File: config.mk
export PLATFORM = sky130hd
export DESIGN_NAME = rv32i_mem_arbiter
export DESIGN_NICKNAME = d
export VERILOG_FILES = /design/src/rtl/rv32i_mem_arbiter.sv
export SDC_FILE = /design/constraint.sdc
export NUM_CORES = 1
export LEC_CHECK = 0
export ABC_AREA = 1
export CELL_PAD_IN_SITES_DETAIL_PLACEMENT = 1
export CELL_PAD_IN_SITES_GLOBAL_PLACEMENT = 1
export CORE_ASPECT_RATIO = 1.75
export CORE_UTILIZATION = 10
export DETAILED_ROUTE_END_ITERATION = 8
export PLACE_DENSITY_LB_ADDON = 0.2
export SYNTH_ARGS = -nofsm -noshare
export SYNTH_HDL_FRONTEND = slang
export SYNTH_SLANG_ARGS = --single-unit
File: constraint.sdc
create_clock -name clk -period 1.3 [get_ports clk]
set_input_delay 0.13 -clock clk [delete_from_list [all_inputs] [get_ports clk]]
set_output_delay 0.13 -clock clk [all_outputs]
set_load 0.01 [all_outputs]
File: src/rtl/rv32i_mem_arbiter.sv
// Single-port memory arbiter for an RV32I core: arbitrates IF fetches and MEM-stage
// data accesses onto one memory port with data priority and a fetch starvation override.
module rv32i_mem_arbiter #(
    parameter int unsigned STARVE_LIMIT = 4
) (
    input  logic        clk,
    input  logic        reset,
    input  logic        if_req,
    input  logic [29:0] if_addr,
    output logic        if_gnt,
    output logic        if_rvalid,
    output logic [31:0] if_rdata,
    input  logic        dm_req,
    input  logic        dm_we,
    input  logic [3:0]  dm_be,
    input  logic [29:0] dm_addr,
    input  logic [31:0] dm_wdata,
    output logic        dm_gnt,
    output logic        dm_rvalid,
    output logic [31:0] dm_rdata,
    output logic [29:0] mem_addr,
    output logic        mem_we,
    output logic [3:0]  mem_be,
    output logic [31:0] mem_wdata,
    input  logic [31:0] mem_rdata,
    output logic        stall_if
);

    localparam int unsigned CNT_W = 4;
    localparam int unsigned AW    = 30;
    localparam int unsigned DW    = 32;
    localparam logic [CNT_W-1:0] LIMIT = CNT_W'(STARVE_LIMIT);

    typedef enum logic [1:0] {
        IDLE    = 2'd0,
        RESP_IF = 2'd1,
        RESP_DM = 2'd2
    } state_t;

    state_t           r_state;
    state_t           w_next_state;
    logic [CNT_W-1:0] r_starve_cnt;
    logic             w_starve_hit;

    // Grant selection and memory port mux; reset suppresses all grants.
    always_comb begin
        w_starve_hit = (r_starve_cnt == LIMIT);
        if_gnt       = 1'b0;
        dm_gnt       = 1'b0;
        mem_addr     = '0;
        mem_we       = 1'b0;
        mem_be       = '0;
        mem_wdata    = '0;
        if (!reset) begin
            if (if_req && (w_starve_hit || !dm_req)) begin
                if_gnt = 1'b1;
            end else if (dm_req) begin
                dm_gnt = 1'b1;
            end
        end
        if (if_gnt) begin
            mem_addr  = if_addr;
            mem_be    = 4'hF;
        end else if (dm_gnt) begin
            mem_addr  = dm_addr;
            mem_we    = dm_we;
            mem_be    = dm_be;
            mem_wdata = dm_wdata;
        end
        stall_if = if_req & ~if_gnt;
    end

    // Counts consecutive refused fetch cycles, saturating at the limit.
    always_ff @(posedge clk or posedge reset) begin
        if (reset) begin
            r_starve_cnt <= '0;
        end else if (!if_req || if_gnt) begin
            r_starve_cnt <= '0;
        end else if (r_starve_cnt != LIMIT) begin
            r_starve_cnt <= r_starve_cnt + CNT_W'(1);
        end
    end

    always_ff @(posedge clk or posedge reset) begin
        if (reset) begin
            r_state <= IDLE;
        end else begin
            r_state <= w_next_state;
        end
    end

    // Every grant is independent of the outstanding response: fully pipelined.
    always_comb begin
        w_next_state = IDLE;
        if (if_gnt) begin
            w_next_state = RESP_IF;
        end else if (dm_gnt && !dm_we) begin
            w_next_state = RESP_DM;
        end
    end

    always_comb begin
        if_rvalid = 1'b0;
        if_rdata  = '0;
        dm_rvalid = 1'b0;
        dm_rdata  = '0;
        case (r_state)
            RESP_IF: begin
                if_rvalid = 1'b1;
                if_rdata  = DW'(mem_rdata);
            end
            RESP_DM: begin
                dm_rvalid = 1'b1;
                dm_rdata  = DW'(mem_rdata);
            end
            default: ;
        endcase
    end

    logic [AW-1:0] w_unused_aw;
    assign w_unused_aw = '0;

endmodule

== Word-level counts from Yosys, hierarchy flattened ==
Index checks and enable logic that the tools add are counted.

* Add/subtract/negate cells: 1
* Multiply operators: 0
* Divide/modulo/power cells: 0
* Order comparisons: 0
* Equality and inequality tests: 4
* Shift-type cells: 0
* Mux-type cells: 21
* Bitwise logic cells: 2
* Reduce and logical (&&, ||, !) cells: 8

{| class="wikitable"
|+ Operator list
! cell !! number
|-
| $mux W32 || 4
|-
| $mux W30 || 2
|-
| $mux W4 || 4
|-
| $mux W1 || 9
|-
| $add A4 B1 Y4 const B || 1
|-
| $eq A4 B3 Y1 const B || 1
|-
| $mux W2 || 2
|-
| $ne A4 B3 Y1 const B || 1
|-
| $logic_not A1 Y1 || 3
|-
| $eq A2 B1 Y1 const B || 1
|-
| $eq A2 B2 Y1 const B || 1
|-
| $logic_and A1 B1 Y1 || 2
|-
| $logic_or A1 B1 Y1 || 2
|-
| $reduce_bool A2 Y1 || 1
|-
| $and A1 B1 Y1 || 1
|-
| $not A1 Y1 || 1
|}

* Bits in registers: 6
* Bits in latches: 0
* RAM bits: 0
* Bits in read-only memories: 0
* Input bits: 133
* Output and inout port bits: 136
* Word-level logic and storage cells: 38
* Memories: 0

== Logic depth before layout (Yosys ltp) ==
* Depth in word-level cells: 8
* Mapped depth: 8
* Mapped depth without buffers: 7

== Worst setup path after synthesis ==
No wires, ideal clock.

* Path type: register -> output
* From: register r_starve_cnt[0]
* To: output port mem_wdata[10]
* Arrival time: 1305 ps
* Data required time: 1170 ps
* Path slack: -135 ps
* Stages on the path, launching flop included: 9
* Buffers on the path: 1
* Cells stage by stage: dfrtp_1 > inv_1 > ha_1 > nand3_2 > nand2_4 > nand2_4 > nand2_4 > buf_6 > nor2_1

* Cells in the longest elaborated chain, start to end: 7
* Elaborated cells between the ends (all ways): 9
* Classes of those cells: eq/ne: 1; mux: 6; reduce/logical: 2

{| class="wikitable"
|+ RTL lines
! what !! RTL line !! source
|-
| from (decl) || 42 || <nowiki>logic [CNT_W-1:0] r_starve_cnt;</nowiki>
|-
| from (signal assigned) || 80 || <nowiki>r_starve_cnt <= r_starve_cnt + CNT_W'(1);</nowiki>
|-
| $eq A4 B3 Y1 * || 47 || <nowiki>w_starve_hit = (r_starve_cnt == LIMIT);</nowiki>
|-
| $logic_or A1 B1 Y1 * || 55 || <nowiki>if (if_req && (w_starve_hit || !dm_req)) begin</nowiki>
|-
| $logic_and A1 B1 Y1 * || 55 ||
|-
| $mux W1 || 55 ||
|-
| $mux W1 || 54 || <nowiki>if (!reset) begin</nowiki>
|-
| $mux W32 || 64 || <nowiki>end else if (dm_gnt) begin</nowiki>
|-
| $mux W32 * || 61 || <nowiki>if (if_gnt) begin</nowiki>
|-
| to (decl) || 24 || <nowiki>output logic [31:0] mem_wdata,</nowiki>
|}

Mark *: on every way between the ends. The rest lies on a longest branch, timed or not.

== Final worst setup path ==
* From: register r_starve_cnt[1]
* To: output port mem_wdata[24]

The elaborated chain is that of the path after synthesis.

==> results.md <==
- Clk_lat worst skew: 0.23 ns
- Clock share of power: 0.174
- Sequential-to-total area share from yosys stat: 0.0945
- Final WS setup: -0.542 ns
- Initial antenna violation count: 0
- CTS tree: done
- Residual DRC: 0
- CP max FO: 6
- NumNets Final: 814
- Final GP Congestion: between 0.7 and 0.8
- Synth Flop Type: dfrtp_1
- Most frequent CP cell: nand2_8
- Sw frac: 0.361
- Pwr Density: approximately 420 nW/µm²
- First-pass GRT wire length: 19.9 mm
- Top cells by area, synth: nor2_1 24%, inv_1 18%, nand4_1 13%
- Leakage: roughly 3.2 nW
- Worst Skew: 0.000932 ns
- Global Route Usage Sum: 0.153
- CP Class: flop to primary output
- Combinational Power Share: 0.752
- Synth Cell Area: between 1500 and 2000 µm²
- CP peak stage delay: roughly 0.36 ns
- Final wirelength: about 14 mm
- Slew Viols, Final: 0
- Final hold violations: 0
- Async set-or-reset flop fraction in the synthesized netlist: 1.00
- Setup Viol. Count Final: around 140
- NetSw: 0.00104 W
- Dpl cells: between 700 and 800
- Syn Nets: between 400 and 500
- Count of cell types in the netlist: 18
- Tightest Pin Transition: ~0.27 ns
- Syn avg cell area: 4.80 µm²
- Layout Cells excl Fill: 863
- Worst Hold Class: primary input to async pin
- Clock-pin transition on the worst setup and hold timing paths: approximately 0.04 ns
- Root Driver: clkbuf_16
- Mapped Cells: approximately 330
- RSZ-0062 raised after global routing: yes
- Violated checks: setup timing
- Layout cell share with drive strength beyond 1: 0.606
- Crit path cell chain: inv_2 > ha_4 > nand3_4 > nand2_8 > nand2_8 > nand2_8 > buf_16 > buf_12 > nor2_4 > buf_6
- Sum Neg Setup Slack: -46.92 ns
- Syn-to-layout area delta: 330%
- Core Area: roughly 15000 µm²
- Post-placement worst setup slack: -0.722 ns
- Slew HR: 0.820
- DIE WIDTH: 97.3 µm
- WL/cell: about 16 µm
- Most numerous cell in the Yosys netlist: nor2_1
- Startpoint Class: flop
- Max-cap violations: 0
- DR iter-0 viols: 48
- Fmax: 543 MHz
- Die H: between 150 and 200 µm
- Final antenna-violating net count: 0
- Fin crit period: between 1.5 and 2 ns
- # clock sinks: 6
- N_diodes: 0
- Global route overflow: 0
- Synth warnings: 0
- IO Pins: between 200 and 300
- Critical Path End Type: primary output
- DRT Pass-1 Iters: 4
- Worst EP arrival: 1.71 ns
- Yosys top cell area share: 0.243
- Pint: between 0.0015 and 0.002 W
- TritonCTS buffer count: 3
- Top cell type by total area after synthesis: nor2_1
- Critical Path RT: ~1.2 ns
- Clock buffer depth: 2
- Slowest-stage cell, CP: dfrtp_1
- Util after Layout: 0.442
- Detail Placement HPWL: 9.41 mm
- Final Cycle Share: 1.42
- IO Port Bufs: about 270
- CP Buf/Inv Count: 4
- Detailed-route via count: 3575
- Outcome: finished, violations left
- Initial Util: 0.103
- Largest net degree at the start of global routing: 24
- H-tree Lvls: 1
- CP top delay family: simple AND/OR/NAND/NOR gates
- Vias in the first global route: between 3000 and 4000
- Seq pwr share: 0.074
- Die area: 16400 µm²
- Post-synth EDFFs: 0
- Worst-case vdd ir drop: roughly 460 µV
- Rows: 60
- Commonest cells in the netlist: 103 x nor2_1, 75 x inv_1, 45 x nand2_1
- Vias per cell: between 4 and 5
- #FFs+latches synth: 6
-- worst paths after layout --
path | from | to | slack (ns) | depth (start not counted)
max | r_starve_cnt[1] | mem_wdata[24] | -0.54 | 10
min | reset | r_starve_cnt[1] | 0.23 | 3
max reg2reg | r_starve_cnt[0] | r_starve_cnt[1] | -0.23 | 10
min reg2reg | r_starve_cnt[3] | r_starve_cnt[3] | 0.60 | 3
max in group asynchronous | reset | r_state[1] | 0.83 | 4
min in group clk | dm_we | r_state[1] | 0.47 | 2
-- flip-flops by register name, summed over array words and instances, names as in the netlist --
register      flops
r_state           2
r_starve_cnt      4
-- layout make-up --
class,count,area [µm²]
tap,186,233
fill,1744,8630
sequential,6,150
clock buffer,3,75.1
timing repair buffer,368,4080
multi-input combinational,222,1990
inverter,78,303
-- per-stage QoR --
step                      cell area [µm²]  power, W  hold WS [ns]
final                                6830   0.00289         0.233
after global routing                 6830   0.00305         0.275
after CTS                            5690   0.00256         0.235
after detailed placement             5000   0.00172         0.475
after global placement               5000   0.00170         0.476
after floorplan                      1930  0.000786         0.173
-- power by group through the flow --
stage | logic (W) | registers [W] | clock network (W)
final | 0.00217 | 0.000215 | 0.000502
after global routing | 0.00231 | 0.000216 | 0.000525
after CTS | 0.00183 | 0.000215 | 0.000518
after detailed placement | 0.00151 | 0.000215 | 0
after global placement | 0.00148 | 0.000214 | 0
after floorplan | 0.000567 | 0.000219 | 0
-- metal layers --
layer | share of wire | routed length [µm] | GRT usage | up-vias
met1 | 0.31 | 4380 | 0.145 | 1655
li1 | - | - | - | 1695
met4 | 0.0079 | 111 | 0.0211 | 0
met2 | 0.59 | 8400 | 0.323 | 217
met3 | 0.088 | 1240 | 0.0434 | 8
met5 | 0 | 0 | 0 | -
-- cell families after synthesis --
kind of cell | after synthesis | synth area share
simple gates | 218 | 0.614
xor+xnor | 1 | 0.00551
fa+ha+maj | 2 | 0.0157
compound gates | 1 | 0.00315
buf+inv | 103 | 0.267
flops | 6 | 0.0945
-- worst reg2reg max path, stage by stage, from the launching register on --
cell and delay (ns):
dfrtp_1 0.38, inv_2 0.09, ha_4 0.16, nand3_4 0.09
nand2_8 0.10, buf_12 0.12, buf_12 0.11, nand3_4 0.11
nand2_4 0.11, buf_6 0.11, nor2_1 0.04
-- what timing repair did --
action	CTS	global route
buffers inserted	39	34
hold buffers	0	0
resized for setup	685	234
setup endpoints to repair	142	142
gates cloned	9	3
hold endpoints to repair	0	0
pin swaps	17	35
-- placed cells by master (no fill, tap or decap), types with 12 or more instances in the layout --
cell | synthesis | layout
nor2_4 | 0 | 82
nand4_1 | 32 | 32
nand2_2 | 0 | 32
inv_1 | 75 | 68
buf_6 | 3 | 165
buf_2 | 6 | 18
buf_12 | 0 | 15
nor2_1 | 103 | 12
nand3_2 | 2 | 25
clkdlybuf4s50_1 | 0 | 132
buf_4 | 2 | 22
(Power assumes the default switching activity.)
